===== config.mk =====
export PLATFORM = sky130hd
export DESIGN_NAME = adc_avg_filter
export DESIGN_NICKNAME = d
export VERILOG_FILES = /design/src/rtl/adc_pkg.sv /design/src/rtl/adc_sample_ring.sv /design/src/rtl/adc_avg_filter.sv
export SDC_FILE = /design/constraint.sdc
export NUM_CORES = 1
export LEC_CHECK = 0
export CORE_MARGIN = 2
export CORE_UTILIZATION = 30
export CTS_CLUSTER_SIZE = 24
export DETAILED_ROUTE_END_ITERATION = 10
export PLACE_DENSITY = 0.55
export SETUP_SLACK_MARGIN = 0.02
export SYNTH_ARGS = -nofsm -noshare
export SYNTH_HDL_FRONTEND = slang
export SYNTH_SLANG_ARGS = --single-unit

===== constraint.sdc =====
create_clock -name CLK100MHZ -period 3.6 [get_ports CLK100MHZ]
set_clock_uncertainty 0.05 [all_clocks]
set_input_delay 0.36 -clock CLK100MHZ [delete_from_list [all_inputs] [get_ports CLK100MHZ]]
set_output_delay 0.36 -clock CLK100MHZ [all_outputs]
set_load 0.01 [all_outputs]

===== src/rtl/adc_pkg.sv =====
// Shared ADC constants used by the ADC0808 capture interface and the averaging filter.
package adc_pkg;

   localparam int unsigned ADC_DATA_W         = 8;
   localparam int unsigned ADC_AVG_LOG2_DEPTH = 3;

endpackage


===== src/rtl/adc_sample_ring.sv =====
// Ring buffer for the moving-average window: stores the last 2^LOG2_DEPTH samples,
// tracks the fill level and exposes the entry about to be overwritten.
module adc_sample_ring
   import adc_pkg::*;
#(
   parameter int unsigned DATA_W     = ADC_DATA_W,
   parameter int unsigned LOG2_DEPTH = ADC_AVG_LOG2_DEPTH
) (
   input  logic              clk,
   input  logic              reset,
   input  logic              flush,
   input  logic              wr_en,
   input  logic [DATA_W-1:0] wr_data,
   output logic [DATA_W-1:0] oldest,
   output logic              primed
);

   localparam int DEPTH = 1 << LOG2_DEPTH;
   localparam logic [LOG2_DEPTH:0] FILL_FULL = {1'b1, {LOG2_DEPTH{1'b0}}};

   logic [DATA_W-1:0]     mem_q [DEPTH];
   logic [LOG2_DEPTH-1:0] wr_ptr_q;
   logic [LOG2_DEPTH:0]   fill_q;

   // Flush takes priority over a same-cycle write, so that sample is dropped.
   always_ff @(posedge clk) begin
      if (reset || flush) begin
         for (int i = 0; i < DEPTH; i++) begin
            mem_q[i] <= '0;
         end
         wr_ptr_q <= '0;
         fill_q   <= '0;
      end else if (wr_en) begin
         mem_q[wr_ptr_q] <= wr_data;
         wr_ptr_q        <= wr_ptr_q + 1'b1;
         if (fill_q != FILL_FULL) begin
            fill_q <= fill_q + 1'b1;
         end
      end
   end

   assign oldest = mem_q[wr_ptr_q];
   assign primed = (fill_q == FILL_FULL);

endmodule


===== src/rtl/adc_avg_filter.sv =====
// Moving-average filter behind the ADC0808 capture: running window sum, registered
// average with valid/ready output, threshold flag and sticky overrun.
module adc_avg_filter
   import adc_pkg::*;
#(
   parameter int unsigned DATA_W     = ADC_DATA_W,
   parameter int unsigned LOG2_DEPTH = ADC_AVG_LOG2_DEPTH
) (
   input  logic              CLK100MHZ,
   input  logic              reset,
   input  logic [DATA_W-1:0] sample_in,
   input  logic              sample_valid,
   input  logic              flush,
   input  logic [DATA_W-1:0] thresh,
   output logic [DATA_W-1:0] avg_out,
   output logic              avg_valid,
   input  logic              avg_ready,
   output logic              above,
   output logic              primed,
   output logic              overrun
);

   localparam int unsigned SUM_W = DATA_W + LOG2_DEPTH;

   logic [DATA_W-1:0] oldest;
   logic [SUM_W-1:0]  sum_q, sum_d;
   logic              upd_q, upd_d;
   logic [DATA_W-1:0] avg_q, avg_d;
   logic              valid_q, valid_d;
   logic              above_q, above_d;
   logic              overrun_q, overrun_d;
   logic [DATA_W-1:0] avg_now;
   logic              load;

   adc_sample_ring #(
      .DATA_W    (DATA_W),
      .LOG2_DEPTH(LOG2_DEPTH)
   ) u_ring (
      .clk    (CLK100MHZ),
      .reset  (reset),
      .flush  (flush),
      .wr_en  (sample_valid),
      .wr_data(sample_in),
      .oldest (oldest),
      .primed (primed)
   );

   assign avg_now = sum_q[SUM_W-1:LOG2_DEPTH];

   always_comb begin
      sum_d     = sum_q;
      upd_d     = 1'b0;
      avg_d     = avg_q;
      valid_d   = valid_q;
      above_d   = above_q;
      overrun_d = overrun_q;

      if (flush) begin
         sum_d = '0;
      end else if (sample_valid) begin
         // Oldest entry is read before the ring overwrites it on this edge.
         sum_d = sum_q + SUM_W'(sample_in) - SUM_W'(oldest);
         upd_d = 1'b1;
      end

      // A flush on the stage-2 edge cancels the in-flight result.
      load = upd_q && primed && !flush;
      if (load) begin
         avg_d   = avg_now;
         above_d = (avg_now >= thresh);
         valid_d = 1'b1;
         if (valid_q && !avg_ready) begin
            overrun_d = 1'b1;
         end
      end else if (valid_q && avg_ready) begin
         valid_d = 1'b0;
      end
   end

   always_ff @(posedge CLK100MHZ) begin
      if (reset) begin
         sum_q     <= '0;
         upd_q     <= 1'b0;
         avg_q     <= '0;
         valid_q   <= 1'b0;
         above_q   <= 1'b0;
         overrun_q <= 1'b0;
      end else begin
         sum_q     <= sum_d;
         upd_q     <= upd_d;
         avg_q     <= avg_d;
         valid_q   <= valid_d;
         above_q   <= above_d;
         overrun_q <= overrun_d;
      end
   end

   assign avg_out   = avg_q;
   assign avg_valid = valid_q;
   assign above     = above_q;
   assign overrun   = overrun_q;

endmodule

Word level (Yosys, flattened, before mapping)
Memories as Yosys holds them, arrays and structs flattened. A register that Yosys moved wholly into a read port is not among the register bits.
Index checks and enable logic that the tools add are counted.
Widths: inputs -> output; s select.
- RAM bits: 64
- input port bits: 21
- output and inout port bits: 12
- memories kept: 1
- register bits after elaboration: 30
- order comparisons: 1
- reduce and logical (&&, ||, !) cells: 12
- add/sub/neg operators: 4
- eq/ne operators: 2
- multiplexer cells: 12
- memory list (name ; depth ; bits a word ; read ports ; clocked after memory_dff ; write ports ; line ; source):
    u_ring.mem_q ; 8 ; 8 ; 1 ; 1 ; 8 ; adc_sample_ring.sv:21 ; logic [DATA_W-1:0] mem_q [DEPTH];
- operator list (cell ; number):
    $add 11x8->11 ; 1
    $sub 11x8->11 ; 1
    $mux 3 ; 3
    $ge 8x8->1 ; 1
    $mux 1 ; 8
    $mux 8 ; 1
    $reduce_or 8->1 ; 1
    $add 4x1->4 const B ; 1
    $eq 4x4->1 const B ; 1
    $logic_and 1x1->1 ; 4
    $ne 4x4->1 const B ; 1
    $reduce_and 2->1 ; 2
    $add 3x1->3 const B ; 1
    $logic_not 1->1 ; 2
    $reduce_bool 2->1 ; 1
    $reduce_or 2->1 ; 1
    $logic_or 1x1->1 ; 1

Depth between registers and ports, before layout
Gate-level depths: netlist of run 1.
- depth in word-level cells: 5
- mapped depth: 13
- depth with buffers taken out: 11

By module
From an unflattened synthesis of run 1, not the netlist that was laid out.
- cell total of the unflattened synthesis: 438
- area, all modules: 5207.5 sq um
- modules (own cells, without submodules) (module ; cells each ; area each (sq um) ; sequential area each (sq um) ; instances):
    adc_sample_ring ; 225 ; 3475.8 ; 2122.0 ; 1
    adc_avg_filter ; 213 ; 1731.7 ; 460.4 ; 1

Least setup slack after synthesis of run 1
Ideal clock, no wire load.
- kind: reg-to-reg
- start: register (tool-made name)
- end: register sum_q[6]
- setup time: 95 ps
- path slack: 342 ps
- data required time: 3455 ps
- arrival: 3112 ps
- buffers on the path: 2
- cell stages (with the launch flop): 13
- period minus slack after synthesis: 3258 ps
- path through: dfxtp_1 buf_6 buf_12 mux4_1 mux2_2 fa_1 inv_1 ha_1 nand2_1 o21ai_2 o21ai_2 or4b_1 o311ai_1
- RTL lines (item ; line ; source):
    end signal, assigned ; adc_avg_filter.sv:89 ; sum_q <= sum_d;
    end, declared ; adc_avg_filter.sv:26 ; logic [SUM_W-1:0] sum_q, sum_d;

==> qor.log, run 1 <==
[global_routing] antenna violations before repair 0
[cts] number of H-tree branching levels 3
[route] Final ANT Viol Nets 0
[finish] Register Area 2580 µm²
[global_routing] grt met2 use 23.0%
[yosys] Synth async-reset ratio 0%
[floorplan] Die Span X 135 µm
[finish] number of nets in the final layout 527
[pwr] IR Drop Worst-Case VDD 0.231 mV
[worst_setup_path] worst path cell trace buf_12 -> mux4_1 -> mux2_2 -> fa_1 -> inv_1 -> ha_1 -> o211a_1 -> nor3b_1 -> nor4_1 -> o211ai_1
[sta] setup TNS after final layout 0 ps
[yosys] cells taking the most area after synthesis sky130_fd_sc_hd__edfxtp_1, sky130_fd_sc_hd__dfxtp_1, sky130_fd_sc_hd__mux4_1
[global_routing] maximum number of pins on one net before global-route repair 35
[global_routing] Remaining Overflow, GRT 0
[floorplan] number of rows in the core area 47
[global_routing] GRT busiest layer met2
[global_routing] global-route wire length before repair 18,700 µm
[yosys] leading cell types by count after synthesis sky130_fd_sc_hd__edfxtp_1, sky130_fd_sc_hd__nor3_1, sky130_fd_sc_hd__inv_1
[finish] relative area change from synthesis to final layout 18.2%
[pwr] Power Dens Cells 449 nW/µm²
[yosys] post-synth net total 485
[cts] clock sink count 97
[cts] CTS tree done
[run] # Max-Cap Violations 0
[placement] Cells after DPL 685
[floorplan] die area 18,200 µm²
[placement] # port buffers 32
[yosys] Post-Synthesis Mean Instance Area 11.8 µm²
[finish] share of post-route cells with drive strength above 1 14.1%
[sta] number of failing setup endpoints in the final timing report 0
[finish] Multi-input gate area 2210 µm²
[sta] unrepaired setup endpoints after global routing yes
[route] drt via density 4.89
[worst_setup_path] Data arrival, critical path 3610 ps
[finish] count of inserted antenna diode cells 0
[worst_setup_path] kind of start point of the critical path register
[route] post-detailed-route DRC marker count 0
[finish] core utilization of the finished layout 36.5%
[route] number of detailed-routing iterations run before antenna repair 4
[placement] Detail Placement HPWL 8130 µm
[global_routing] met1 track demand over resource in global routing 16.4%
[worst_setup_path] maximum fanout along the worst path 16
[floorplan] count of pins on the block boundary 33
[yosys] most used flip-flop cell after synthesis sky130_fd_sc_hd__edfxtp_1
[global_routing] vias in the first global route 3,634
[worst_setup_path] critical-path cell with the highest stage delay sky130_fd_sc_hd__mux4_1
[cts] number of hold buffers added after CTS 0
[placement] final RePlAce weighted congestion 0.810
[floorplan] die height 135 µm
[yosys] flops & latches, synth 97
[yosys] cell count after synthesis 434
[floorplan] Initial Util 30.9%
[worst_setup_path] CP Capture Type register
[yosys] number of synthesized flops with an enable pin 64
[sta] final clock period utilization by the worst path 95.5%
[cts] CTS Buf Count 9
[cts] buffer type at the clock tree root sky130_fd_sc_hd__clkbuf_16
[yosys] sequential-to-total area share from yosys stat 50.3%
[finish] final instance count without filler cells 701
[cts] Longest Clk Path Bufs 2
[sta] Max Clk Rate 291 MHz
[hold_path] Worst Hold Launch overrun
[yosys] cell area after synthesis 5140 µm²
[cts] insertion delay to the later sink of the worst-skew pair 350 ps
[yosys] most common cell in the synthesized netlist sky130_fd_sc_hd__edfxtp_1
[sta] final hold violation count 0
[pwr] cell leakage power 0.00229 µW
[worst_setup_path] data required time at the worst endpoint 3770 ps
[sta] worst hold margin 423 ps
[route] via count 3,429
[sta] Worst-Margin Slew 1040 ps
[cts] clock input transition at the sequential cells of the worst setup and hold paths 70 ps
[route] Detailed Route Iter0 Violations 247
[floorplan] core area 16,600 µm²
[hold_path] worst hold-check path type register to register
[yosys] post-synth cell types 53
[global_routing] met3 demand-to-capacity share in global routing 3.27%
[cts] buffers inserted during post-CTS setup optimization 0
[worst_setup_path] crit-path max cell delay 600 ps
[cts] # resized after CTS 0
[yosys] area leader, netlist sky130_fd_sc_hd__edfxtp_1
[sta] final count of pins violating max slew 0
[finish] number of fill cells in the layout 1,630
[sta] final period demand of the worst path 3440 ps
[global_routing] GR Util All Layers 13.3%
[route] detailed-route wire length per cell 16.3 µm
[route] Detailed Route WL 11,500 µm
[worst_setup_path] start-to-end type of the worst setup path register to register
[sta] worst rel slew slack 30.6%
[yosys] top cell type's share of synthesized area 37.4%
[outcome] outcome completed
[yosys] Yosys warning total 0
-- registers in the layout, summed over array words and instances (netlist names), named ones only --
register	flops
overrun	1
u_ring.mem_q	64
upd_q	1
u_ring.fill_q	4
avg_out	8
above	1
sum_q	11
u_ring.wr_ptr_q	3
avg_valid	1
-- layout make-up --
type	instances	share of cell area [%]
Sequential cell	97	42.5
Multi-Input combinational cell	261	36.4
Timing Repair Buffer	60	8.94
Tap cell	220	4.53
Clock buffer	11	4.00
Inverter	47	2.90
Clock inverter	5	0.762
-- critical path: cells and delay by family, from the launching register on --
kind	cells	cell delay [ps]
flops	1	360
buf+inv	2	230
mux	2	890
compound gates	2	430
simple gates	2	460
fa+ha+maj	2	880
-- per-layer routing --
metal / part of all wire [%] / routed length (µm)
met5: 0 / 0
met4: 1.1 / 131
met3: 4.6 / 529
met2: 50 / 5670
met1: 45 / 5120
-- path summary, 6_finish.rpt --
| check | cells past startpoint | slack, ps | endpoint |
|---|---|---|---|
| max | 10 | 160 | sum_q[10] |
| min | 2 | 420 | overrun |
| max reg2reg | 10 | 160 | sum_q[10] |
| min reg2reg | 2 | 420 | overrun |
-- placed cells by master, fill, tap and decap left out, drive strengths merged, types with 8 or more instances in the layout --
master | netlist | layout
a21oi | 12 | 12
buf | 20 | 28
clkbuf | 9 | 11
clkdlybuf4s50 | 0 | 32
clkinv | 7 | 9
dfxtp | 33 | 33
edfxtp | 64 | 64
fa | 8 | 8
ha | 22 | 22
inv | 40 | 43
mux2 | 8 | 8
mux2i | 13 | 13
mux4 | 16 | 16
nand2 | 12 | 12
nor2 | 25 | 25
nor3 | 50 | 50
nor4 | 16 | 16
o21ai | 15 | 15
-- logic make-up (layout without fill, tap and decap cells) --
family	after synthesis	after routing	share of synthesized area, %
and+or+nand+nor	132	132	13.9
DFF	97	97	50.3
buffers and inverters	76	123	6.91
AOI/OAI and AO/OA	53	53	6.60
muxes	37	37	12.3
adders and majority gates	30	30	8.47
xor gates and xnor gates	9	9	1.53
-- where the power goes --
part / internal, µW / leakage, µW / switching [µW] / total (µW)
sequential: 1230 / 0.000981 / 29.6 / 1260
clock: 500 / 0.000143 / 440 / 941
combinational: 236 / 0.00117 / 292 / 527
-- through the flow --
| step | worst slack (ps) | cell area [µm²] | power (µW) |
|---|---|---|---|
| after floorplan | 342 | 5140 | 1650 |
| final | 163 | 6080 | 2730 |
| after global placement | 205 | 5780 | 1790 |
| after global routing | 19.5 | 6080 | 2870 |
| after detailed placement | 175 | 5780 | 1800 |
| after CTS | 144 | 6070 | 2740 |
Note: power is estimated with default switching activity, not from simulation.
==> inputs of run 2 (changes only) <==
--- a/config.mk
+++ b/config.mk
@@ -5,7 +5,7 @@
 export SDC_FILE = /design/constraint.sdc
 export NUM_CORES = 1
 export LEC_CHECK = 0
-export CORE_MARGIN = 2
+export CORE_MARGIN = 8
 export CORE_UTILIZATION = 30
 export CTS_CLUSTER_SIZE = 24
 export DETAILED_ROUTE_END_ITERATION = 10
==> run 2 against run 1 <==
  * Sequential share of layout area about the same
  * Register-to-register slack about the same
  * Via count increased by 2.7%
  * Maximum frequency increased by 0.38%
  * Sequential power about the same
  * Clock power fell by 5.6%
  * Flip-flop and latch count unchanged
  * Hold slack improved by 13 ps
  * Worst setup slack improved by 13 ps
  * Clock-buffer cell count fell by 1
  * Routed wire length is 7.5% higher
==> qor.log, run 2 (synthesized netlist as in run 1, its figures left out) <==
[outcome] outcome completed
[worst_setup_path] number of cells traversed by the worst register-to-register path 11 [+1]
[pwr] Clock Power Share 33.0% [-1.5 points]
[hold_path] Worst Hold Launch overrun
[finish] post-layout instance area 6070 µm² [-0.10%]
[floorplan] die height 147 µm [+8.9%]
[hold_path] worst hold-check path type register to register
[floorplan] die area 21,600 µm² [+19%]
[floorplan] core area 17,000 µm² [+2.1%]
[cts] CTS Buf Count 9 [unchanged]
[worst_setup_path] CP Capture Type register
[global_routing] Remaining Overflow, GRT 0 [unchanged]
[sta] unrepaired setup endpoints after global routing yes
[pwr] IR Drop Worst-Case VDD 0.249 mV [+7.6%]
[pwr] share of total power in sequential cells 46.9% [+0.7 points]
[finish] share of post-route cells with drive strength above 1 12.9% [-1.3 points]
[worst_setup_path] data required time at the worst endpoint 3800 ps [+30 ps]
[global_routing] met1 track demand over resource in global routing 14.9% [-1.5 points]
[route] drt via density 4.98 [+1.9%]
[cts] insertion delay to the later sink of the worst-skew pair 350 ps [about the same]
[route] Detailed Route WL 12,300 µm [+7.5%]
[route] Detailed Route Iter0 Violations 284 [+15%]
[placement] final RePlAce weighted congestion 0.819 [+1.2%]
[route] detailed-route wire length per cell 17.4 µm [+6.6%]
[cts] Longest Clk Path Bufs 2 [unchanged]
[pwr] switching part of the total 27.8% [-0.086 points]
[pwr] combinational fraction of design power 20.1% [+0.8 points]
[pwr] Int Power 1940 µW [-1.4%]
[worst_setup_path] reg-to-reg critical path endpoint sum_q[6]
[finish] number of fill cells in the layout 1,697 [+4.1%]
[floorplan] count of pins on the block boundary 33 [unchanged]
[finish] Multi-input gate area 2210 µm² [unchanged]
[global_routing] grt met2 use 18.7% [-4.3 points]
[sta] worst hold margin 436 ps [+13.0 ps]
[sta] Worst-Margin Slew 1060 ps [+23.5 ps]
[route] post-detailed-route DRC marker count 0 [unchanged]
[finish] count of inserted antenna diode cells 0 [unchanged]
[sta] Max Clk Rate 292 MHz [+0.38%]
[route] Final ANT Viol Nets 0 [unchanged]
[cts] number of H-tree branching levels 3 [unchanged]
[worst_setup_path] CP Capture Point sum_q[6]
[global_routing] global-route wire length before repair 19,600 µm [+5.1%]
[pwr] power spent charging and discharging nets 748 µW [-1.8%]
[pwr] cell leakage power 0.00230 µW [about the same]
[cts] CTS tree done
[cts] clock sink count 97 [unchanged]
[worst_setup_path] Data arrival, critical path 3630 ps [+20 ps]
[finish] most common library cell in the layout ignoring fill and taps sky130_fd_sc_hd__edfxtp_1
[floorplan] Initial Util 30.2% [-0.64 points]
[global_routing] antenna violations before repair 0 [unchanged]
[global_routing] met3 demand-to-capacity share in global routing 3.14% [-0.13 points]
[finish] Register Area 2580 µm² [unchanged]
[finish] relative area change from synthesis to final layout 18.1%
[floorplan] number of rows in the core area 48 [+2.1%]
[global_routing] GR Util All Layers 11.6% [-1.7 points]
[finish] most flop-heavy register u_ring.mem_q
[sta] setup TNS after final layout 0 ps [unchanged]
[sta] final count of pins violating max slew 0 [unchanged]
[global_routing] vias in the first global route 3,539 [-2.6%]
[placement] # port buffers 32 [unchanged]
[sta] worst rel slew slack 29.0% [-1.6 points]
[worst_setup_path] kind of start point of the critical path register
[sta] number of failing setup endpoints in the final timing report 0 [unchanged]
[run] # Max-Cap Violations 0 [unchanged]
[cts] number of hold buffers added after CTS 0 [unchanged]
[cts] clock input transition at the sequential cells of the worst setup and hold paths 70 ps [about the same]
[placement] instance area at placement 5790 µm² [+0.24%]
[worst_setup_path] start-to-end type of the worst setup path register to register
[global_routing] maximum number of pins on one net before global-route repair 36 [+2.9%]
[sta] final period demand of the worst path 3420 ps [-12.9 ps]
[sta] final clock period utilization by the worst path 95.1% [-0.36 points]
[route] number of detailed-routing iterations run before antenna repair 4 [unchanged]
[sta] final hold violation count 0 [unchanged]
[floorplan] Die Span X 147 µm [+8.9%]
[placement] Detail Placement HPWL 8890 µm [+9.2%]
[worst_setup_path] maximum fanout along the worst path 16 [unchanged]
[cts] buffer type at the clock tree root sky130_fd_sc_hd__clkbuf_16
[finish] flip-flop count of the largest register, all copies and words added 64 [unchanged]
[worst_setup_path] worst setup slack for register-to-register paths 180 ps [about the same]
[finish] commonest cells after routing, fill and taps aside sky130_fd_sc_hd__edfxtp_1, sky130_fd_sc_hd__nor3_1, sky130_fd_sc_hd__inv_1, sky130_fd_sc_hd__dfxtp_1, sky130_fd_sc_hd__clkdlybuf4s50_1
[finish] number of nets in the final layout 528 [+0.19%]
[pwr] Power Dens Cells 443 nW/µm² [-1.4%]
[route] via count 3,523 [+2.7%]
[global_routing] GRT busiest layer met2
-- run 2: worst max-delay path: stages (launching register included) --
cell and delay [ps]:
sky130_fd_sc_hd__dfxtp_1 350, sky130_fd_sc_hd__buf_12 180, sky130_fd_sc_hd__mux4_1 580, sky130_fd_sc_hd__mux2_2 290, sky130_fd_sc_hd__fa_1 480, sky130_fd_sc_hd__inv_1 40
sky130_fd_sc_hd__ha_1 370, sky130_fd_sc_hd__nand2_1 110, sky130_fd_sc_hd__o21ai_2 220, sky130_fd_sc_hd__o21ai_2 90, sky130_fd_sc_hd__or4b_1 460, sky130_fd_sc_hd__o311ai_1 90
-- run 2: repair_timing --
item,CTS,global route
endpoints found under the setup margin,0,1
setup buffers,0,0
resized for setup,0,2
endpoints found under the hold margin,0,0
-- run 2: cell type report --
cell class	instances	area share, %
Sequential cell	97	42.5
Multi-Input combinational cell	261	36.4
Timing Repair Buffer	61	9.07
Tap cell	225	4.64
Clock buffer	10	3.77
Inverter	47	2.91
Clock inverter	6	0.660
-- run 2: metrics by stage --
step,total power (µW),worst slack [ps],util (%),cells
final,2690,176,35.7,707
after global routing,2820,9.83,35.7,707
after CTS,2710,166,35.7,707
after detailed placement,1820,185,34.1,691
after global placement,1810,221,34.1,691
after floorplan,1650,342,-,434
-- run 2: how the worst min path moves through the flow --
stage / to / slack (ps) / cells past startpoint
3_3_place_gp: overrun / 400 / 2
3_5_place_dp: overrun / 430 / 2
4_1_cts: overrun / 440 / 2
5_1_grt: overrun / 470 / 2
6_report: overrun / 440 / 2
2_1_floorplan: above / 380 / 1
-- run 2: power groups by stage --
| stage | Clock (µW) | Sequential (µW) | Combinational (µW) |
|---|---|---|---|
| 5_1_grt | 956 | 1260 | 603 |
| 4_1_cts | 916 | 1260 | 537 |
| 2_1_floorplan | 0 | 1270 | 379 |
| 3_3_place_gp | 0 | 1280 | 523 |
| 3_5_place_dp | 0 | 1290 | 533 |
| 6_report | 888 | 1260 | 541 |
-- run 2: layer usage --
metal | vias to the layer above | routed length [µm]
met5 | - | 0
met4 | 0 | 156
met3 | 13 | 650
met2 | 91 | 5940
met1 | 1725 | 5570
li1 | 1694 | -
==> inputs of run 3 (changes only) <==
--- a/config.mk
+++ b/config.mk
@@ -11,6 +11,7 @@
 export DETAILED_ROUTE_END_ITERATION = 10
 export PLACE_DENSITY = 0.55
 export SETUP_SLACK_MARGIN = 0.02
+export SLEW_MARGIN = 5
 export SYNTH_ARGS = -nofsm -noshare
 export SYNTH_HDL_FRONTEND = slang
 export SYNTH_SLANG_ARGS = --single-unit
==> results of run 3 <==
The final DEF is identical to that of run 2; final timing and power are the same.
